## config.mk

```make
export PLATFORM = sky130hd
export DESIGN_NAME = pipe_hazard_seq_ctrl
export DESIGN_NICKNAME = d
export VERILOG_FILES = /design/src/rtl/pipe_ctrl_pkg.sv /design/src/rtl/pipe_hazard_seq_ctrl_hazard_detect.sv /design/src/rtl/pipe_hazard_seq_ctrl.sv
export SDC_FILE = /design/constraint.sdc
export NUM_CORES = 1
export LEC_CHECK = 0
export BUFFER_PORTS_ARGS = -buffer_cell sky130_fd_sc_hd__buf_2
export CORE_MARGIN = 3
export CORE_UTILIZATION = 55
export CTS_CLUSTER_SIZE = 8
export DETAILED_ROUTE_END_ITERATION = 10
export GPL_ROUTABILITY_DRIVEN = 0
export HOLD_SLACK_MARGIN = 0.08
export PLACE_DENSITY = 0.82
export SYNTH_ARGS = -nofsm -noshare
export SYNTH_HDL_FRONTEND = slang
export SYNTH_SLANG_ARGS = --single-unit
```

## constraint.sdc

```tcl
create_clock -name clk -period 2.75 [get_ports clk]
set_clock_uncertainty 0.05 [all_clocks]
set_input_delay 0.55 -clock clk [delete_from_list [all_inputs] [get_ports clk]]
set_output_delay 0.55 -clock clk [all_outputs]
set_load 0.005 [all_outputs]
```

## src/rtl/pipe_ctrl_pkg.sv

```systemverilog
// Shared definitions for the pipeline sequencing controller.
//   - seqState_e : sort sequencer state encoding
//   - REG_IDX_W  : register index width
//   - DEF_SORT_CYCLES : default EX occupancy of a sort instruction
//   - RUN_CNT_W  : width of the sort cycle counter (covers SORT_CYCLES up to 16)
package pipe_ctrl_pkg;

  typedef enum logic {
    IDLE = 1'b0,
    RUN  = 1'b1
  } seqState_e;

  localparam int REG_IDX_W       = 4;
  localparam int DEF_SORT_CYCLES = 4;
  localparam int RUN_CNT_W       = 4;

endpackage

```

## src/rtl/pipe_hazard_seq_ctrl_hazard_detect.sv

```systemverilog
// RAW hazard detection between the instruction in ID and the producers in
// EX/MEM. Purely combinational.
//   idSrc1/idSrc2/idTwoSrc : source indices of the ID instruction
//   exDest/exWbEn/exMemRead: EX producer
//   memDest/memWbEn        : MEM producer
//   fwdEn                  : forwarding unit active
//   hazard                 : ID must stall
module hazard_detect
  import pipe_ctrl_pkg::*;
(
  input  logic [REG_IDX_W-1:0] idSrc1,
  input  logic [REG_IDX_W-1:0] idSrc2,
  input  logic                 idTwoSrc,
  input  logic [REG_IDX_W-1:0] exDest,
  input  logic                 exWbEn,
  input  logic                 exMemRead,
  input  logic [REG_IDX_W-1:0] memDest,
  input  logic                 memWbEn,
  input  logic                 fwdEn,
  output logic                 hazard
);

  logic exMatch, memMatch;

  // src2 only counts when the ID instruction actually reads it
  assign exMatch  = (idSrc1 == exDest)  | (idTwoSrc & (idSrc2 == exDest));
  assign memMatch = (idSrc1 == memDest) | (idTwoSrc & (idSrc2 == memDest));

  // With forwarding, only a load in EX cannot be bypassed in time.
  assign hazard = fwdEn ? (exMemRead & exMatch)
                        : ((exWbEn & exMatch) | (memWbEn & memMatch));

endmodule

```

## src/rtl/pipe_hazard_seq_ctrl.sv

```systemverilog
// Pipeline sequencing controller for the 5-stage core.
//   Inputs : ID sources / sort flag, EX and MEM producers, fwd_en, branch_taken
//   Outputs: pc_freeze, ifid_freeze, ifid_flush, idex_flush (pipeline controls),
//            sort_out / sort_prev_out (bits latched into ID/EX), sort_busy,
//            stall_cnt / flush_cnt (saturating debug counters)
// Priority: branch_taken > sort RUN > hazard. All controls are combinational
// from inputs and state.
module pipe_hazard_seq_ctrl
  import pipe_ctrl_pkg::*;
#(
  parameter int SORT_CYCLES = DEF_SORT_CYCLES,
  parameter int CNT_W       = 16
) (
  input  logic                 clk,
  input  logic                 rst,
  input  logic [REG_IDX_W-1:0] id_src1,
  input  logic [REG_IDX_W-1:0] id_src2,
  input  logic                 id_two_src,
  input  logic                 id_sort,
  input  logic [REG_IDX_W-1:0] ex_dest,
  input  logic                 ex_wb_en,
  input  logic                 ex_mem_read,
  input  logic [REG_IDX_W-1:0] mem_dest,
  input  logic                 mem_wb_en,
  input  logic                 fwd_en,
  input  logic                 branch_taken,
  output logic                 pc_freeze,
  output logic                 ifid_freeze,
  output logic                 ifid_flush,
  output logic                 idex_flush,
  output logic                 sort_out,
  output logic                 sort_prev_out,
  output logic                 sort_busy,
  output logic [CNT_W-1:0]     stall_cnt,
  output logic [CNT_W-1:0]     flush_cnt
);

  // Issue cycle is spent in IDLE, so RUN lasts SORT_CYCLES-1 cycles.
  localparam logic [RUN_CNT_W-1:0] RUN_LOAD = RUN_CNT_W'(SORT_CYCLES - 2);

  seqState_e            state, stateNext;
  logic [RUN_CNT_W-1:0] runCnt, runCntNext;
  logic                 sortPrevQ, sortPrevNext;
  logic [CNT_W-1:0]     stallCntQ, flushCntQ;
  logic                 hazard, stallEvt, flushEvt;

  hazard_detect uHazard (
    .idSrc1    (id_src1),
    .idSrc2    (id_src2),
    .idTwoSrc  (id_two_src),
    .exDest    (ex_dest),
    .exWbEn    (ex_wb_en),
    .exMemRead (ex_mem_read),
    .memDest   (mem_dest),
    .memWbEn   (mem_wb_en),
    .fwdEn     (fwd_en),
    .hazard    (hazard)
  );

  // State register
  always_ff @(posedge clk or negedge rst) begin
    if (!rst) begin
      state     <= IDLE;
      runCnt    <= '0;
      sortPrevQ <= 1'b0;
    end else begin
      state     <= stateNext;
      runCnt    <= runCntNext;
      sortPrevQ <= sortPrevNext;
    end
  end

  // Next-state logic
  always_comb begin
    stateNext    = state;
    runCntNext   = runCnt;
    sortPrevNext = 1'b0;
    if (branch_taken) begin
      // the sort's slot is flushed, so abandon it
      stateNext  = IDLE;
      runCntNext = '0;
    end else begin
      unique case (state)
        IDLE: begin
          if (id_sort && !hazard) begin
            stateNext  = RUN;
            runCntNext = RUN_LOAD;
          end
        end
        RUN: begin
          if (runCnt == '0) begin
            stateNext    = IDLE;
            sortPrevNext = 1'b1;
          end else begin
            runCntNext = runCnt - 1'b1;
          end
        end
        default: stateNext = IDLE;
      endcase
    end
  end

  // Output logic
  always_comb begin
    pc_freeze     = 1'b0;
    ifid_freeze   = 1'b0;
    ifid_flush    = 1'b0;
    idex_flush    = 1'b0;
    sort_out      = 1'b0;
    sort_busy     = (state == RUN);
    sort_prev_out = sortPrevQ & ~branch_taken;
    stallEvt      = 1'b0;
    if (branch_taken) begin
      ifid_flush = 1'b1;
      idex_flush = 1'b1;
    end else if (state == RUN) begin
      pc_freeze   = 1'b1;
      ifid_freeze = 1'b1;
      idex_flush  = 1'b1;
    end else if (hazard) begin
      pc_freeze   = 1'b1;
      ifid_freeze = 1'b1;
      idex_flush  = 1'b1;
      stallEvt    = 1'b1;
    end else if (id_sort) begin
      sort_out = 1'b1;
    end
  end

  assign flushEvt = branch_taken;

  // Saturating debug counters
  always_ff @(posedge clk or negedge rst) begin
    if (!rst) begin
      stallCntQ <= '0;
      flushCntQ <= '0;
    end else begin
      if (stallEvt && (stallCntQ != '1)) stallCntQ <= stallCntQ + CNT_W'(1);
      if (flushEvt && (flushCntQ != '1)) flushCntQ <= flushCntQ + CNT_W'(1);
    end
  end

  assign stall_cnt = stallCntQ;
  assign flush_cnt = flushCntQ;

endmodule

```

### Word-level counts from Yosys, hierarchy flattened

Cells that the tools add are included.

| storage, ports and cells | value |
|---|---|
| bits in registers | 38 |
| input port bits | 25 |

| cells by class | value |
|---|---|
| add/subtract/negate cells | 3 |
| equal/unequal tests | 8 |
| mux-type cells | 23 |
| bitwise operators | 11 |
| reductions and logical operators | 6 |

Operators with widths:

| kind | count |
|---|---|
| 16-bit by 1-bit adder with 16-bit output, second input constant | 2 |
| 16-bit != test, second input constant | 2 |
| 1-bit 2-to-1 mux | 18 |
| 4-bit == test | 4 |
| 4-bit 2-to-1 mux | 3 |
| 4-bit case mux with 2 select lines | 1 |
| 1-bit bitwise AND | 6 |
| 3-bit != test, second input constant | 2 |
| 4-bit zero test | 1 |
| 4-bit by 1-bit subtractor with 4-bit output, second input constant | 1 |
| 1-bit logical AND | 3 |
| 1-bit bitwise OR | 3 |
| 1-bit NOT | 2 |
| 1-bit case mux with 2 select lines | 1 |
| 2-bit AND reduction | 1 |
| 1-bit zero test | 1 |

### Longest topological paths before layout

Gate-level depths: netlist of the first run.

| depth | value |
|---|---|
| depth in word-level cells | 11 |
| mapped depth | 8 |
| mapped depth without buffers | 7 |

### Hierarchy

Synthesis of the first run repeated with hierarchy kept, for this count alone.

| unflattened totals | value |
|---|---|
| cells, all modules | 227 |
| area, all modules | 2200.9 um^2 |

Modules (own cells, without submodules):

| module | times used | cells an instance | area an instance (um^2) | sequential area each (um^2) |
|---|---|---|---|---|
| pipe_hazard_seq_ctrl | 1 | 199 | 1960.6 | 950.9 |
| hazard_detect | 1 | 28 | 240.2 | 0.0 |

### Worst setup path after synthesis of the first run

No wires, ideal clock.

| timing | value |
|---|---|
| path kind | input -> output |
| start | input port id_src2[1] |
| end | output port pc_freeze |
| arrival time | 1.700 ns |
| data required time | 2.150 ns |
| setup slack | 0.450 ns |
| cell stages on the path | 6 |
| buffers on the path | 2 |
| cell sequence | xor2_1 o41ai_2 a32oi_1 buf_2 a21oi_1 buf_4 |

| between the ends | value |
|---|---|
| cells in the longest elaborated chain, start to end | 9 |
| elaborated cells between the ends (all ways) | 14 |

Ends and longest elaborated chain:

| what | RTL line | source |
|---|---|---|
| from (decl) | pipe_hazard_seq_ctrl.sv:17 | `input logic [REG_IDX_W-1:0] id_src2,` |
| 4-bit == test, on equally long branches | pipe_hazard_seq_ctrl_hazard_detect.sv:26, pipe_hazard_seq_ctrl_hazard_detect.sv:27 |  |
| 1-bit bitwise AND, on equally long branches | pipe_hazard_seq_ctrl_hazard_detect.sv:26, pipe_hazard_seq_ctrl_hazard_detect.sv:27 |  |
| 1-bit bitwise OR, on equally long branches | pipe_hazard_seq_ctrl_hazard_detect.sv:26, pipe_hazard_seq_ctrl_hazard_detect.sv:27 |  |
| 1-bit bitwise AND | pipe_hazard_seq_ctrl_hazard_detect.sv:31 | `: ((exWbEn & exMatch) \| (memWbEn & memMatch));` |
| 1-bit bitwise OR | pipe_hazard_seq_ctrl_hazard_detect.sv:31 |  |
| 1-bit 2-to-1 mux (*) | pipe_hazard_seq_ctrl_hazard_detect.sv:30 | `assign hazard = fwdEn ? (exMemRead & exMatch)` |
| 1-bit 2-to-1 mux (*) (3 in a row) | - |  |
| to (decl) | pipe_hazard_seq_ctrl.sv:27 | `output logic pc_freeze,` |

Every way passes the cells marked *; elsewhere a longest branch is shown, timed or not.

### Worst setup path after layout of the first run

| timing | value |
|---|---|
| start | input port id_src1[1] |
| end | output port sort_out |

| between the ends | value |
|---|---|
| cells in the longest elaborated chain, start to end | 8 |
| elaborated cells between the ends (all ways) | 12 |

Ends and longest elaborated chain:

| what | RTL line | source |
|---|---|---|
| from (decl) | pipe_hazard_seq_ctrl.sv:16 | `input logic [REG_IDX_W-1:0] id_src1,` |
| 4-bit == test, on equally long branches | pipe_hazard_seq_ctrl_hazard_detect.sv:26, pipe_hazard_seq_ctrl_hazard_detect.sv:27 |  |
| 1-bit bitwise OR, on equally long branches | pipe_hazard_seq_ctrl_hazard_detect.sv:26, pipe_hazard_seq_ctrl_hazard_detect.sv:27 |  |
| 1-bit bitwise AND | pipe_hazard_seq_ctrl_hazard_detect.sv:31 |  |
| 1-bit bitwise OR | pipe_hazard_seq_ctrl_hazard_detect.sv:31 |  |
| 1-bit 2-to-1 mux (*) | pipe_hazard_seq_ctrl_hazard_detect.sv:30 |  |
| 1-bit 2-to-1 mux (*) | pipe_hazard_seq_ctrl.sv:120 | `end else if (hazard) begin` |
| 1-bit 2-to-1 mux (*) | pipe_hazard_seq_ctrl.sv:116 | `end else if (state == RUN) begin` |
| 1-bit 2-to-1 mux (*) | pipe_hazard_seq_ctrl.sv:113 | `if (branch_taken) begin` |
| to (decl) | pipe_hazard_seq_ctrl.sv:31 | `output logic sort_out,` |

Marks and branches as above.

==> results.toml, run 1 <==
[pwr]
p_leak_nw = 1.304
p_total_mw = 1.446
power.ir.vdd_worst_mv = 0.4414
power.density_nw_per_um2 = 566.2

[outcome]
status = "finished clean"

[timing]
min_period_ps = 2590
slew_viol_final = 0
hold_ws_ps = 297.7
finalSetupViolations = 0
hold_viol_final = 0
tns_ps = 0
fmax_mhz = 386.1
rsz0062_at_grt = "no"
slew_headroom_pct = 46.02
fin_ws_ps = 160.3
worst_pin_slew_ps = 809.7
fin_crit_sh_pct = 94.17

[placed_design]
placed_area_sq_um = 2475
portBuffers = 63
dp_slack_ps = 167.7
dp_hpwl_mm = 3.329
dp_cells = 313

[finish]
fillers = 282
multi_input_comb_area_sq_um = 1110
layout-drive-gt1-share_pct = 31.75
layoutNonFillerInstCount = 320
fin_nets = 303
regArea_sq_um = 950.9
fin_area_sq_um = 2554
final_util_pct = 72.53
num_antenna_cells = 0
syn_to_final_growth_pct = 19.85

[clock_network]
cts_tree = "done"
clock_latency_ps = 290
postCtsSetupBuffers = 0
hold_buffers = 0
cts_made_buffers = 5
clk_pin_slew_ps = 80
cts.sinks = 38
cts_resized = 0
root_buffer = "clkbuf_8"
htree_levels = 2
cts_max_path_buffers = 2

[worst_setup_path]
critical_path.max_fanout = 8
worstReg2RegEnd = "flush_cnt[9]"
required_ps = 2150
cp.arrival_ps = 1990
cp-end-kind = "primary output"
r2r_slack_ps = 730
rr_worst_depth = 7
start_kind = "input pin"
worst-setup-path-type = "input pin to primary output"
r2r-start = "flush_cnt[0]"

[global_route]
grt_start_max_net_pins = 39
gr-total-overflow = 0
grt_pass1_wl_mm = 7.389
use_met2_pct = 34.54
grt_use_met1_pct = 27.24
top_usage_layer = "met2"
grt.total_usage_pct = 21.03
grt_pass1_vias = 1683
antenna_found_initial = 0
grt_use_met3_pct = 5.911

[job]
drv_cap = 0

[detailed_routing]
drt_first_iter_violations = 134
routed_via_density = 5.534
vias = 1771
postRouteAntennaNets = 0
firstDrtPassIters = 4
wirelength_mm = 4.482
wl_per_cell_microns = 14.01
route.detailed.drc = 0

[die]
start_util_pct = 60.52
core_sq_um = 3521
die_area_sq_um = 4657
die_width_microns = 68.24
die_y_microns = 68.24
rows = 21
ios = 64

[synth]
async_reset_ff_share_pct = 100.0
synth_flop_cell = "dfrtp_1"
synth_nets = 239
ys_ff_latch = 38
syn_area_sq_um = 2131
syn_inst = 210
synth.yosys.seq_area_share_pct = 44.63
avgSynthCellArea_sq_um = 10.15
synth_edf_count = 0
yosys_warnings = 0
yosysUniqueCellTypes = 35

[min_path]
holdCritPathClass = "input pin to asynchronous set/reset pin"
-- cell usage in the layout, fill, tap and decap left out, types with 7 or more instances in the layout --
cell | Yosys | routed
xnor2_1 | 20 | 20
nor4_2 | 7 | 7
dfrtp_1 | 38 | 38
nand2_1 | 18 | 18
nor2_1 | 11 | 11
and3_1 | 8 | 8
nor3_1 | 12 | 12
nand3_1 | 15 | 15
nand4_1 | 10 | 10
buf_2 | 2 | 63
xor2_1 | 25 | 25
-- layout make-up --
class	instances	share of cell area [%]
flip-flops and latches	38	37.24
repair buffers	66	13.23
well taps	46	2.254
inverters	5	0.7349
multi-input cells	158	43.46
clock buffers	5	2.695
clock inverters	2	0.3920
-- worst max-delay path by stage --
stage | start | slack [ps] | end | depth (start not counted)
after floorplan | id_src2[1] | 450 | pc_freeze | 6
after CTS | id_src1[1] | 150 | sort_out | 8
after detailed placement | id_src2[0] | 170 | sort_out | 7
after global placement | id_src2[0] | 240 | sort_out | 7
final | id_src1[1] | 160 | sort_out | 8
after global routing | id_src2[0] | 10 | sort_out | 7
-- flip-flops by register name (all words and copies together), names as in the netlist --
| signal | count |
|---|---|
| sort_busy | 1 |
| flush_cnt | 16 |
| stall_cnt | 16 |
| sortPrevQ | 1 |
| runCnt | 4 |
-- cell usage after synthesis, types with 2 or more instances --
library cell  count  area [sq um]
dfrtp_1          38         950.9
xor2_1           25         219.0
xnor2_1          20         175.2
nand2_1          18         67.56
nand3_1          15         75.07
nor3_1           12         60.06
nor2_1           11         41.29
nand4_1          10         62.56
and3_1            8         50.05
nor4_2            7         87.58
a21oi_1           5         25.02
inv_1             5         18.77
buf_4             4         30.03
ha_1              4         50.05
clkbuf_1          3         11.26
a311oi_1          2         17.52
buf_2             2         10.01
mux2_2            2         22.52
nor2b_1           2         12.51
or2_2             2         12.51
-- power breakdown --
part | internal (mW) | total (mW) | switching, mW
logic | 0.174 | 0.352 | 0.178
registers | 0.636 | 0.734 | 0.0985
clock network | 0.170 | 0.359 | 0.189
total | 0.980 | 1.45 | 0.465
-- critical path, cell delays in order --
cell and delay (ps):
buf_2 110, xnor2_1 130, nand4_1 100, o41ai_2 70, a32oi_1 590, nand2_1 210, nor2_1 110, buf_2 110
-- logic make-up (layout without fill, tap and decap cells) --
kind of cell	after synthesis	in the layout	share of synthesized area [%]
and+or+nand+nor	89	89	23.61
xor gates and xnor gates	45	45	18.50
DFF	38	38	44.63
AOI/OAI and AO/OA	17	17	6.049
buffers and inverters	14	78	3.288
adders and majority gates	4	4	2.349
muxes	3	3	1.585
-- per-layer routing --
| metal | share of wire, % | wire [microns] |
|---|---|---|
| met2 | 49 | 2218 |
| met5 | 0 | 0 |
| met1 | 44 | 1957 |
| met3 | 5.9 | 265 |
| met4 | 0.89 | 40 |
(Power assumes the default switching activity.)
==> inputs of run 2 (changes only) <==
--- a/config.mk
+++ b/config.mk
@@ -9,3 +9,3 @@
 export CORE_MARGIN = 3
-export CORE_UTILIZATION = 55
+export CORE_UTILIZATION = 51
 export CTS_CLUSTER_SIZE = 8
@@ -14,3 +14,3 @@
 export HOLD_SLACK_MARGIN = 0.08
-export PLACE_DENSITY = 0.82
+export PLACE_DENSITY = 0.77
 export SYNTH_ARGS = -nofsm -noshare
==> constraint.sdc (replaced) <==
create_clock -name clk -period 2.6 [get_ports clk]
set_clock_uncertainty 0.05 [all_clocks]
set_input_delay 0.65 -clock clk [delete_from_list [all_inputs] [get_ports clk]]
set_output_delay 0.65 -clock clk [all_outputs]
set_load 0.005 [all_outputs]
==> results.toml, run 2 (synthesis gave the netlist of run 1 again) <==
[pwr]
p_comb_share_pct = 24.4
p_sw_mw = 0.5056
internal-power_mw = 1.083
power.ir.vdd_worst_mv = 0.4530
p_leak_nw = 1.359
p_sw_share_pct = 31.83
power.density_nw_per_um2 = 594.9
clkPwrFrac_pct = 26.6
pwr-share-seq_pct = 48.9

[die]
rows = 22
die_width_microns = 70.64
die_area_sq_um = 4989
die_y_microns = 70.64
core_sq_um = 3854
start_util_pct = 55.29
ios = 64

[detailed_routing]
wl_per_cell_microns = 13.89
route.detailed.drc = 0
postRouteAntennaNets = 0
drt_first_iter_violations = 80
routed_via_density = 5.455
firstDrtPassIters = 4
vias = 1800
wirelength_mm = 4.585

[finish]
multi_input_comb_area_sq_um = 1139
num_antenna_cells = 0
fin_nets = 310
fin_area_sq_um = 2670
regArea_sq_um = 950.9
fillers = 302
layout_common_cells = "buf_2, dfrtp_1, xor2_1, xnor2_1, nand2_1"
layout-drive-gt1-share_pct = 35.46
syn_to_final_growth_pct = 25.31
mostFrequentLayoutCell = "buf_2"

[min_path]
holdCritPathClass = "input pin to asynchronous set/reset pin"

[worst_setup_path]
r2r_slack_ps = 480
required_ps = 1900
cp.arrival_ps = 1860
r2r-start = "stall_cnt[0]"
cp-end-kind = "primary output"
start_kind = "input pin"
crit_start = "id_src2[1]"
worst-setup-path-type = "input pin to primary output"
rr_worst_depth = 7
critical_path.max_fanout = 4

[global_route]
grt_start_max_net_pins = 39
antenna_found_initial = 0
grt_pass1_wl_mm = 7.941
grt.total_usage_pct = 19.34
gr-total-overflow = 0
grt_pass1_vias = 1793

[timing]
slew_viol_final = 0
worst_pin_slew_ps = 827.0
hold_ws_ps = 405.3
slew_headroom_pct = 44.87
hold_viol_final = 0
rsz0062_at_grt = "no"
fmax_mhz = 390.9
fin_crit_sh_pct = 98.38
finalSetupViolations = 0
min_period_ps = 2558

[clock_network]
clk_pin_slew_ps = 80
cts_made_buffers = 5
root_buffer = "clkbuf_8"
hold_buffers = 0
htree_levels = 2
clock_latency_ps = 290
cts_tree = "done"
cts_max_path_buffers = 2
cts.sinks = 38

[placed_design]
portBuffers = 63
placed_area_sq_um = 2507
dp_hpwl_mm = 3.480

[job]
drv_cap = 0

[outcome]
status = "finished clean"
## run 2: power groups by stage
stage	combinational [mW]	clock, mW	sequential, mW
after floorplan	0.214	0	0.773
final	0.388	0.423	0.777
after global placement	0.364	0	0.781
after global routing	0.441	0.459	0.792
after CTS	0.390	0.430	0.777
after detailed placement	0.378	0	0.789
## run 2: timing repair
action | 4_1_cts | 5_1_grt
endpoints found under the setup margin | 3 | 4
setup buffers | 2 | 1
resized for setup | 6 | 2
pin swaps | 5 | 3
## run 2: path summary, 6_finish.rpt
path	end
worst max-delay path	idex_flush
worst min-delay path	flush_cnt[9]
worst max register to register	stall_cnt[7]
worst min register to register	stall_cnt[14]
max in group asynchronous	sortPrevQ
min in group clk	stall_cnt[14]
## run 2: metal layers
layer  track usage, %  up-vias  routed length (microns)
met5                0        -                        0
met4            5.219        0                       38
met3            4.403        6                      258
met2            32.22       52                     2185
met1            25.50      868                     2102
li1                 -      874                        -
## run 2: final cells by class
cell class              count  share of cell area [%]
multi-input cells         158                   42.64
flip-flops and latches     38                   35.61
repair buffers             73                   15.23
well taps                  48                   2.249
clock inverters             2                  0.4686
inverters                   5                  0.7029
clock buffers               6                   3.093
## run 2: critical path, stage by stage
cell,delay [ps]
buf_2,120
xor2_1,160
o41ai_2,400
a32oi_2,210
buf_6,160
nand2_1,50
buf_2,100
## run 2: stage by stage
step	cells	setup TNS, ps	power, mW	utilization (%)	worst slack (ps)
floorplan	210	0	0.9876	-	99.71
global placement	319	0	1.145	65.06	6.800
detailed placement	319	-14.50	1.167	65.06	-14.50
CTS	329	0	1.597	68.83	6.872
global route	330	0	1.692	69.29	4.945
finish	330	0	1.588	69.29	42.09
